<file path="src/rtl/image_receiver_pkg.sv">
`default_nettype none
// ============================================================================
//  Module      : image_receiver_pkg
//  Description : Shared protocol definitions for the image link receiver:
//                end-of-frame marker, default frame size and the state
//                encodings of the frame FSM and the UART receiver.
//  Revision    : 1.0  initial release
// ============================================================================
package image_receiver_pkg;

   // A single byte of this value closes a frame; second bytes never carry it.
   localparam logic [7:0] END_MARKER           = 8'hFF;
   localparam int         DEFAULT_FRAME_PIXELS = 3072;

   // Frame FSM states.
   typedef enum logic [2:0] {
      W_ARM = 3'd0,   // idle, waiting for arm
      W_FB  = 3'd1,   // waiting for first (high) byte of a pixel or the marker
      W_SB  = 3'd2,   // waiting for second (low) byte of a pixel
      WRITE = 3'd3,   // one-cycle frame-buffer write
      END   = 3'd4    // one-cycle end-of-frame
   } rx_fsm_t;

   // UART receiver states.
   typedef enum logic [1:0] {
      RX_IDLE  = 2'd0,
      RX_START = 2'd1,
      RX_DATA  = 2'd2,
      RX_STOP  = 2'd3
   } uart_state_t;

   function automatic logic is_end_marker(input logic [7:0] b);
      return (b == END_MARKER);
   endfunction

endpackage
`default_nettype wire

</file>
<file path="src/rtl/image_receiver_uart_rx.sv">
`default_nettype none
// ============================================================================
//  Module      : uart_rx
//  Description : 8N1 UART receiver. Two-flop synchroniser on the serial
//                input, start bit re-checked at its centre, data bits sampled
//                at bit centres (LSB first). A byte is reported only if the
//                stop bit is high.
//  Ports       : i_Clock      system clock
//                rst          synchronous active-high reset
//                i_Rx_Serial  serial input, idle high
//                o_Rx_DV      one-cycle strobe, byte valid
//                o_Rx_Byte    received byte, valid with o_Rx_DV
//  Revision    : 1.0  initial release
// ============================================================================
module uart_rx
   import image_receiver_pkg::*;
#(
   parameter int CLKS_PER_BIT = 868
)(
   input  logic       i_Clock,
   input  logic       rst,
   input  logic       i_Rx_Serial,
   output logic       o_Rx_DV,
   output logic [7:0] o_Rx_Byte
);

   localparam int CNT_W = (CLKS_PER_BIT > 1) ? $clog2(CLKS_PER_BIT) : 1;
   localparam logic [CNT_W-1:0] C_BIT_LAST = CNT_W'(CLKS_PER_BIT - 1);
   localparam logic [CNT_W-1:0] C_HALF     = CNT_W'((CLKS_PER_BIT - 1) / 2);

   uart_state_t      state_q, state_d;
   logic             sync1_q, sync1_d;
   logic             sync2_q, sync2_d;
   logic [CNT_W-1:0] cnt_q, cnt_d;
   logic [2:0]       bit_q, bit_d;
   logic [7:0]       byte_q, byte_d;
   logic             dv_q, dv_d;

   always_comb begin
      state_d = state_q;
      sync1_d = i_Rx_Serial;
      sync2_d = sync1_q;
      cnt_d   = cnt_q;
      bit_d   = bit_q;
      byte_d  = byte_q;
      dv_d    = 1'b0;

      case (state_q)
         RX_IDLE: begin
            cnt_d = '0;
            bit_d = '0;
            if (!sync2_q) begin
               state_d = RX_START;
            end
         end
         RX_START: begin
            // A low level still present mid-bit confirms a real start bit;
            // a glitch returns to idle.
            if (cnt_q == C_HALF) begin
               cnt_d   = '0;
               state_d = sync2_q ? RX_IDLE : RX_DATA;
            end else begin
               cnt_d = cnt_q + CNT_W'(1);
            end
         end
         RX_DATA: begin
            if (cnt_q == C_BIT_LAST) begin
               cnt_d  = '0;
               byte_d = {sync2_q, byte_q[7:1]};
               if (bit_q == 3'd7) begin
                  state_d = RX_STOP;
               end else begin
                  bit_d = bit_q + 3'd1;
               end
            end else begin
               cnt_d = cnt_q + CNT_W'(1);
            end
         end
         RX_STOP: begin
            if (cnt_q == C_BIT_LAST) begin
               cnt_d   = '0;
               state_d = RX_IDLE;
               dv_d    = sync2_q;   // framing error drops the byte
            end else begin
               cnt_d = cnt_q + CNT_W'(1);
            end
         end
         default: state_d = RX_IDLE;
      endcase
   end

   always_ff @(posedge i_Clock) begin
      if (rst) begin
         state_q <= RX_IDLE;
         sync1_q <= 1'b1;
         sync2_q <= 1'b1;
         cnt_q   <= '0;
         bit_q   <= '0;
         byte_q  <= '0;
         dv_q    <= 1'b0;
      end else begin
         state_q <= state_d;
         sync1_q <= sync1_d;
         sync2_q <= sync2_d;
         cnt_q   <= cnt_d;
         bit_q   <= bit_d;
         byte_q  <= byte_d;
         dv_q    <= dv_d;
      end
   end

   assign o_Rx_DV   = dv_q;
   assign o_Rx_Byte = byte_q;

endmodule
`default_nettype wire

</file>
<file path="src/rtl/image_receiver.sv">
`default_nettype none
// ============================================================================
//  Module      : image_receiver
//  Description : Far end of the image link. Deserialises the UART byte stream
//                (first byte, second byte per pixel; frame closed by 0xFF),
//                rebuilds each pixel and writes it into the dual-image frame
//                buffer. Image 1 lives at offset 0, image 0 at FRAME_PIXELS.
//  Ports       : clk, rst        clock, synchronous active-high reset
//                Rx_data         UART serial input, idle high
//                arm             pulse: accept the next frame
//                image_select    1: image 1 (offset 0), 0: image 0
//                wr_en           one-cycle write strobe
//                addr_out        write address, valid with wr_en
//                pixel_data      write data, valid with wr_en
//                busy            frame reception in progress
//                frame_done      one-cycle end-of-frame pulse
//                frame_error     sticky status of last frame, cleared on arm
//  Options     : RX_TIMEOUT_EN   abort a frame after 32 idle bit times
//  Revision    : 1.0  initial release
// ============================================================================
module image_receiver
   import image_receiver_pkg::*;
#(
   parameter int CLKS_PER_BIT = 868,
   parameter int FRAME_PIXELS = DEFAULT_FRAME_PIXELS,
   parameter int ADDR_W       = 13,
   parameter int PIX_W        = 3     // 1..16
)(
   input  logic              clk,
   input  logic              rst,
   input  logic              Rx_data,
   input  logic              arm,
   input  logic              image_select,
   output logic              wr_en,
   output logic [ADDR_W-1:0] addr_out,
   output logic [PIX_W-1:0]  pixel_data,
   output logic              busy,
   output logic              frame_done,
   output logic              frame_error
);

   localparam int CNT_W = $clog2(FRAME_PIXELS + 1);
   localparam int HI_W  = (PIX_W > 8) ? (PIX_W - 8) : 0;
   localparam logic [CNT_W-1:0]  C_FULL   = CNT_W'(FRAME_PIXELS);
   localparam logic [ADDR_W-1:0] C_IMG0_OFFSET = ADDR_W'(FRAME_PIXELS);

   // ------------------------------------------------------------------
   // Byte source
   // ------------------------------------------------------------------
   logic       rx_dv;
   logic [7:0] rx_byte;

   uart_rx #(
      .CLKS_PER_BIT (CLKS_PER_BIT)
   ) u_uart_rx (
      .i_Clock     (clk),
      .rst         (rst),
      .i_Rx_Serial (Rx_data),
      .o_Rx_DV     (rx_dv),
      .o_Rx_Byte   (rx_byte)
   );

   // ------------------------------------------------------------------
   // State and registered outputs
   // ------------------------------------------------------------------
   rx_fsm_t           state_q, state_d;
   logic [CNT_W-1:0]  count_q, count_d;
   logic              wr_en_q, wr_en_d;
   logic [ADDR_W-1:0] addr_q, addr_d;
   logic [PIX_W-1:0]  pix_q, pix_d;
   logic              busy_q, busy_d;
   logic              done_q, done_d;
   logic              err_q, err_d;

   logic              w_marker;
   logic              w_full;
   logic              w_timeout;
   logic [PIX_W-1:0]  w_pix;

   assign w_marker = is_end_marker(rx_byte);
   assign w_full   = (count_q == C_FULL);

   // ------------------------------------------------------------------
   // Pixel assembly: only pixels wider than a byte need the first byte,
   // so the high-byte latch exists only in that configuration.
   // ------------------------------------------------------------------
   if (HI_W > 0) begin : g_hi_byte
      logic [HI_W-1:0] hi_q, hi_d;

      always_comb begin
         hi_d = hi_q;
         if (state_q == W_FB && rx_dv && !w_marker && !w_full) begin
            hi_d = rx_byte[HI_W-1:0];
         end
      end

      always_ff @(posedge clk) begin
         if (rst) begin
            hi_q <= '0;
         end else begin
            hi_q <= hi_d;
         end
      end

      assign w_pix = {hi_q, rx_byte};
   end else begin : g_lo_only
      assign w_pix = rx_byte[PIX_W-1:0];
   end

   // ------------------------------------------------------------------
   // Optional link-stall timeout
   // ------------------------------------------------------------------
`ifdef RX_TIMEOUT_EN
   localparam int IDLE_LIMIT = 32 * CLKS_PER_BIT;
   localparam int IDLE_W     = $clog2(IDLE_LIMIT);
   // The counter restarts the cycle after rx_dv and the registered
   // frame_done lands one cycle after the decision, hence LIMIT-2.
   localparam logic [IDLE_W-1:0] C_IDLE_LAST = IDLE_W'(IDLE_LIMIT - 2);

   logic [IDLE_W-1:0] idle_q, idle_d;

   always_comb begin
      idle_d = idle_q;
      if (!busy_q || rx_dv) begin
         idle_d = '0;
      end else if (idle_q != C_IDLE_LAST) begin
         idle_d = idle_q + IDLE_W'(1);
      end
   end

   always_ff @(posedge clk) begin
      if (rst) begin
         idle_q <= '0;
      end else begin
         idle_q <= idle_d;
      end
   end

   assign w_timeout = busy_q && (idle_q == C_IDLE_LAST);
`else
   assign w_timeout = 1'b0;
`endif

   // ------------------------------------------------------------------
   // Frame FSM next-state
   // ------------------------------------------------------------------
   always_comb begin
      state_d = state_q;
      count_d = count_q;
      wr_en_d = 1'b0;
      addr_d  = addr_q;
      pix_d   = pix_q;
      busy_d  = busy_q;
      done_d  = 1'b0;
      err_d   = err_q;

      case (state_q)
         W_ARM: begin
            if (arm) begin
               count_d = '0;
               err_d   = 1'b0;
               busy_d  = 1'b1;
               state_d = W_FB;
            end
         end
         W_FB: begin
            if (w_timeout) begin
               err_d   = 1'b1;
               done_d  = 1'b1;
               busy_d  = 1'b0;
               state_d = END;
            end else if (rx_dv) begin
               if (w_marker) begin
                  if (!w_full) begin
                     err_d = 1'b1;   // short frame
                  end
                  done_d  = 1'b1;
                  busy_d  = 1'b0;
                  state_d = END;
               end else if (w_full) begin
                  err_d = 1'b1;      // overlong frame, byte dropped
               end else begin
                  state_d = W_SB;
               end
            end
         end
         W_SB: begin
            if (w_timeout) begin
               err_d   = 1'b1;
               done_d  = 1'b1;
               busy_d  = 1'b0;
               state_d = END;
            end else if (rx_dv) begin
               if (w_marker) begin
                  // Marker in a second-byte slot means the stream lost
                  // pixel alignment; resynchronise on the next byte.
                  err_d   = 1'b1;
                  state_d = W_FB;
               end else begin
                  wr_en_d = 1'b1;
                  pix_d   = w_pix;
                  addr_d  = ADDR_W'(count_q) +
                            (image_select ? '0 : C_IMG0_OFFSET);
                  state_d = WRITE;
               end
            end
         end
         WRITE: begin
            count_d = count_q + CNT_W'(1);
            state_d = W_FB;
         end
         END: begin
            state_d = W_ARM;
         end
         default: begin
            busy_d  = 1'b0;
            state_d = W_ARM;
         end
      endcase
   end

   always_ff @(posedge clk) begin
      if (rst) begin
         state_q <= W_ARM;
         count_q <= '0;
         wr_en_q <= 1'b0;
         addr_q  <= '0;
         pix_q   <= '0;
         busy_q  <= 1'b0;
         done_q  <= 1'b0;
         err_q   <= 1'b0;
      end else begin
         state_q <= state_d;
         count_q <= count_d;
         wr_en_q <= wr_en_d;
         addr_q  <= addr_d;
         pix_q   <= pix_d;
         busy_q  <= busy_d;
         done_q  <= done_d;
         err_q   <= err_d;
      end
   end

   assign wr_en       = wr_en_q;
   assign addr_out    = addr_q;
   assign pixel_data  = pix_q;
   assign busy        = busy_q;
   assign frame_done  = done_q;
   assign frame_error = err_q;

endmodule
`default_nettype wire

</file>
<file path="config.mk">
export PLATFORM = sky130hd
export DESIGN_NAME = image_receiver
export DESIGN_NICKNAME = d
export VERILOG_FILES = /design/src/rtl/image_receiver_pkg.sv /design/src/rtl/image_receiver_uart_rx.sv /design/src/rtl/image_receiver.sv
export SDC_FILE = /design/constraint.sdc
export NUM_CORES = 1
export LEC_CHECK = 0
export ABC_CLOCK_PERIOD_IN_PS = 1700
export CORE_MARGIN = 4
export CORE_UTILIZATION = 40
export DETAILED_ROUTE_END_ITERATION = 7
export SLEW_MARGIN = 20
export SYNTH_ARGS = -nofsm -noshare
export SYNTH_HDL_FRONTEND = slang
export SYNTH_HIERARCHICAL = 1
export SYNTH_SLANG_ARGS = --single-unit
export TNS_END_PERCENT = 100
</file>
<file path="constraint.sdc">
create_clock -name clk -period 1.7 [get_ports clk]
set_clock_uncertainty 0.1 [all_clocks]
set_input_delay 0.255 -clock clk [delete_from_list [all_inputs] [get_ports clk]]
set_output_delay 0.255 -clock clk [all_outputs]
set_load 0.01 [all_outputs]
</file>
After elaboration in Yosys (flattened, before gate mapping)
Cells that the tools add are included.
{"block": "totals", "mem_bits_rw": 0, "register_bits": 61, "out_inout_bits": 20, "mem_count": 0, "input_bits": 5, "romBits": 0, "latch_bits": 0}
{"block": "classes", "div": 0, "magnitude_cmp": 0, "mul": 0, "bitwise_logic": 7, "eq_ne": 26, "add_sub_neg": 4, "shift": 0, "mux": 37, "reduce_logical": 18}
{"cell": "$pmux 10 s3", "n": 1}
{"cell": "$mux 12", "n": 2}
{"cell": "$pmux 12 s2", "n": 1}
{"cell": "$mux 3", "n": 7}
{"cell": "$mux 10", "n": 2}
{"cell": "$mux 2", "n": 7}
{"cell": "$add 12x12->13", "n": 1}
{"cell": "$add 12x1->12 const B", "n": 1}
{"cell": "$eq 12x12->1 const B", "n": 1}
{"cell": "$mux 1", "n": 12}
{"cell": "$ne 2x1->1 const B", "n": 6}
{"cell": "$pmux 3 s4", "n": 1}
{"cell": "$reduce_or 3->1", "n": 4}
{"cell": "$add 10x1->10 const B", "n": 1}
{"cell": "$eq 10x10->1 const B", "n": 1}
{"cell": "$eq 10x9->1 const B", "n": 1}
{"cell": "$ne 2x2->1 const B", "n": 5}
{"cell": "$ne 3x3->1 const B", "n": 3}
{"cell": "$eq 8x8->1 const B", "n": 1}
{"cell": "$pmux 2 s4", "n": 1}
{"cell": "$reduce_and 4->1", "n": 2}
{"cell": "$not 1->1", "n": 7}
{"cell": "$reduce_and 7->1", "n": 1}
{"cell": "$eq 3x2->1 const B", "n": 2}
{"cell": "15 further kinds", "n": 21}

Longest topological paths before layout
{"block": "logic_depth", "ltp_word": 5, "mapped_depth": 7, "ltp_nobuf": 6}

Cells and area by module
The synthesis kept the hierarchy.
{"module": "image_receiver", "seq_area_each_um2": 700.7, "area_each_um2": 1740.4, "cells_each": 204, "n_inst": 1}
{"module": "uart_rx", "seq_area_each_um2": 520.5, "area_each_um2": 1114.8, "cells_each": 113, "n_inst": 1}

Worst setup path before layout
OpenSTA, ideal clock, no wires.
{"block": "synth_path", "path_type": "register -> register", "from": "reg u_uart_rx.cnt_q[0]", "to": "reg u_uart_rx.byte_q[0], in the netlist u_uart_rx/o_Rx_Byte[0]", "t_arrival_ps": 1636, "setup_ps": 117, "path_stages_with_launch": 6, "synth_period_minus_slack_ps": 1853, "path_slack_ps": -153, "path_cell_list": "dfxtp_1 -> ha_1 -> nand4b_1 -> nor4_4 -> mux2i_1 -> nor2_1"}
{"block": "synth_between", "elab_chain_cells": 2}
{"item": "from (decl)", "line": "image_receiver_uart_rx.sv:34", "text": "logic [CNT_W-1:0] cnt_q, cnt_d;"}
{"item": "from (signal assigned)", "line": "image_receiver_uart_rx.sv:105", "text": "cnt_q <= cnt_d;"}
{"item": "$eq 10x10->1", "line": "image_receiver_uart_rx.sv:67", "text": "if (cnt_q == C_BIT_LAST) begin"}
{"item": "$reduce_and 2->1 (no source line)"}
{"item": "to (signal assigned)", "line": "image_receiver_uart_rx.sv:107", "text": "byte_q <= byte_d;"}
{"item": "to (decl)", "line": "image_receiver_uart_rx.sv:36", "text": "logic [7:0] byte_q, byte_d;"}
Every way passes these cells.
A chain may end at the register's enable or synchronous reset.

Worst setup path in the final report
{"block": "layout_path", "from": "reg u_uart_rx.cnt_q[1]", "to": "reg u_uart_rx.bit_q[0]"}
{"block": "layout_between", "elab_chain_cells": 3}
{"item": "$eq 10x10->1", "line": "image_receiver_uart_rx.sv:67"}
{"item": "$ne 2x1->1 (no source line)"}
{"item": "$reduce_and 3->1 (no source line)"}
{"item": "to (signal assigned)", "line": "image_receiver_uart_rx.sv:106", "text": "bit_q <= bit_d;"}
{"item": "to (decl)", "line": "image_receiver_uart_rx.sv:35", "text": "logic [2:0] bit_q, bit_d;"}
Every way passes these cells.

==> flow_summary_export.csv <==
group,metric,value,unit
final_layout,syn_to_final_growth,29.9,%
final_layout,drive_above_1_share,24.4,%
clock_network,clockBufferDepth,2,
logic_synthesis,postSynthAreaPerCell,9.01,um2
logic_synthesis,synth.distinct_cells,58,
route,vias_per_cell,5.04,
route,wire_per_inst,12.8,um
logic_synthesis,synth-main-ff-cell,"dfxtp_1",
grt,grt_pass1_wl,10600,um
pwr,power_per_cell_area,759,nW/um2
die,fp.coreArea,6870,um2
timing,fmax,589,MHz
critical_path,r2r-end,"u_uart_rx/bit_q[0]",
logic_synthesis,synth-xor-area-share,3.37,%
logic_synthesis,synth_compound_area_share,13.0,%
timing,period_needed,1.70,ns
clock_network,ctsRootBufferMaster,"clkbuf_8",
min_path,hp-class,"in2reg",
die,pin_count,25,
route,ant_nets,0,
route,totalWireLength,6130,um
clock_network,cts_tree,"yes",
die,die_h,92.5,um
pwr,ir_worst_vdd,0.000356,V
logic_synthesis,synth_fa_ha_area_share,3.77,%
timing,drv_slew,0,
logic_synthesis,synthArstFlopShare,0,%
critical_path,r2r_cells,5,
critical_path,start_kind,"flop",
clock_network,clk_pin_slew,0.06,ns
clock_network,cts_hold_buffers,0,
clock_network,cts-buffers-inserted,9,
placement,io_buffers,24,
critical_path,cp_data_required_time,1.88,ns
logic_synthesis,synth_cells,317,
logic_synthesis,yosysSeqAreaShare,42.8,%
critical_path,end_kind,"flop",
grt,grt_max_degree,33,
logic_synthesis,syn_area,2860,um2
timing,worstMarginPinSlew,0.358,ns
die,start_util,41.6,%
clock_network,cts_num_sinks,61,
route,routed-wl-met3,161,um
route,drt_iter0_markers,109,
run,drv_cap,0,
die,num_rows,30,
critical_path,crit_path_max_fanout,3,
timing,hold_viol,0,
grt,grt_usage,15.4,%
timing,post-route-period-util,99.8,%
final_layout,finalNetCount,391,
logic_synthesis,synth_edf_count,0,
grt,antenna_found_initial,0,
logic_synthesis,muxShareOfSynthArea,5.13,%
critical_path,setup.worst_path.end,"u_uart_rx/bit_q[0]",
clock_network,clk_latency,0.33,ns
final_layout,fin_area,3710,um2
outcome,status,"finished clean",
placement,globalplace.congestion,0.816,
critical_path,startpoint,"u_uart_rx/cnt_q[1]",
timing,rsz0062_at_grt,"yes",
timing,setup_viol,0,
critical_path,worstPathArrival,1.88,ns
die,die_area,8550,um2
logic_synthesis,ys_seq_elements,61,
route,drc,0,
critical_path,rrSetupSlack,0.003,ns
critical_path,r2r-start,"u_uart_rx/cnt_q[1]",
grt,overflow,0,
route,wl_met2,2910,um
die,fp.dieW,92.5,um
clock_network,h-tree-depth,3,
final_layout,insertedDiodeCount,0,
logic_synthesis,synth-simple-area-share,26.6,%
logic_synthesis,syn-num-nets,330,
logic_synthesis,synth_top_family_by_area,"simple AND/OR/NAND/NOR gates",
timing,finalSetupTns,0,ns
route,drt-met1-wl,2920,um
placement,dpl-instance-area,3480,um2
route,vias,2405,
placement,place_hpwl,4350,um
route,maxUsedRoutingLayer,"met4",
pwr,power_leakage,1.34,nW
timing,slew_headroom,75.9,%
logic_synthesis,yosys_warnings,6,
route,dr.pass1.iters,4,
grt,grt_pass1_vias,2283,
critical_path,critical_path_class,"reg2reg",
==> timing repair <==
item	CTS	global route
resized for setup	5	9
setup endpoints to repair	11	31
setup buffers	0	0
pin swaps	2	3
==> where the power goes <==
part	total, mW	leakage [nW]	switching, mW	internal, mW
sequential	1.47	0.495	0.0197	1.45
clock	1.11	0.0881	0.526	0.588
combinational	0.238	0.753	0.118	0.120
==> metrics by stage <==
step	hold slack (ns)	utilization, %	instances	worst slack (ns)	power, mW
final	0.212	54.0	477	0.00314	2.82
after global routing	0.220	54.0	477	-0.119	2.94
after CTS	0.210	53.6	477	-0.0190	2.85
after detailed placement	0.297	50.7	463	-0.132	1.73
after global placement	0.296	50.7	463	-0.118	1.73
after floorplan	0.259	-	317	-0.0884	1.66
==> worst max-delay path: stages, from the launching register on <==
cell and delay, ns:
dfxtp_2 0.35, ha_4 0.14, nand4b_1 0.13, or3_1 0.44
nor4_4 0.28, mux2_2 0.20
==> final cells by class <==
cell class / count / area (um2)
fill: 633 / 3160
sequential: 61 / 1230
multi-input combinational: 228 / 1560
inverter: 10 / 37.5
timing repair buffer: 68 / 603
clock buffer: 12 / 155
tap: 96 / 120
clock inverter: 2 / 10.0
==> cell usage in the layout, fill, tap and decap left out, types with 3 or more instances in the layout <==
cell,instances
nor3_1,3
buf_4,41
dfxtp_2,5
mux2i_1,9
o21ai_0,5
nand3b_1,3
a22o_1,3
inv_1,10
nand3_1,8
ha_1,6
and3_1,3
xnor2_1,6
nand4_1,7
dfxtp_1,56
clkbuf_8,11
or2_2,3
a211oi_1,3
clkdlybuf4s50_1,23
mux2_2,5
nor4b_1,4
nor2_1,35
xor2_1,5
a21oi_1,26
nand2_1,40
nand2b_1,6
buf_12,3
==> state kept, by name, indices dropped and copies added (netlist names), named ones only <==
name,flops
pixel_data,3
u_uart_rx/o_Rx_DV,1
u_uart_rx/o_Rx_Byte,8
count_q,12
u_uart_rx/bit_q,3
u_uart_rx/sync1_q,1
frame_error,1
state_q,3
addr_out,13
wr_en,1
u_uart_rx/cnt_q,10
u_uart_rx/state_q,1
frame_done,1
busy,1
u_uart_rx/sync2_q,1
==> cell usage after synthesis (3+ instances only) <==
cell type / instances / area, um2
a211oi_1: 3 / 22.5
inv_1: 10 / 37.5
nand2_1: 40 / 150
xor2_1: 5 / 43.8
nand2b_1: 6 / 37.5
nor3_1: 4 / 20.0
xnor2_1: 6 / 52.6
mux2i_1: 9 / 90.1
nand4_1: 7 / 43.8
nor2_1: 36 / 135
a22o_1: 3 / 26.3
nor4b_1: 4 / 35.0
mux2_2: 5 / 56.3
dfxtp_1: 61 / 1220
nand3_1: 8 / 40.0
or2_2: 3 / 18.8
ha_1: 7 / 87.6
buf_2: 5 / 25.0
nand3b_1: 3 / 22.5
a21oi_1: 27 / 135
and3_1: 4 / 25.0
clkbuf_1: 7 / 26.3
o21ai_0: 5 / 25.0
buf_6: 5 / 56.3
==> per-layer routing <==
layer / GRT usage (%) / up-vias
met5: 0 / -
met4: 8.17 / 0
met3: 2.84 / 13
met2: 25.4 / 32
met1: 18.9 / 1129
li1: - / 1231
==> logic make-up after synthesis <==
family,Yosys count
compound gates,57
xor+xnor,11
fa+ha+maj,8
buf+inv,28
flops,61
mux,14
simple gates,138
==> how the worst min path moves through the flow <==
| stage | cells past startpoint | to | slack (ns) | start |
|---|---|---|---|---|
| 3_3_place_gp | 1 | u_uart_rx/sync2_q | 0.30 | u_uart_rx/sync1_q |
| 2_1_floorplan | 1 | u_uart_rx/sync1_q | 0.26 | Rx_data |
| 4_1_cts | 3 | u_uart_rx/o_Rx_DV | 0.21 | rst |
| 6_report | 3 | u_uart_rx/o_Rx_DV | 0.21 | rst |
| 5_1_grt | 3 | u_uart_rx/o_Rx_DV | 0.22 | rst |
| 3_5_place_dp | 1 | u_uart_rx/sync2_q | 0.30 | u_uart_rx/sync1_q |
No activity file was read; power rests on OpenSTA's default activity.
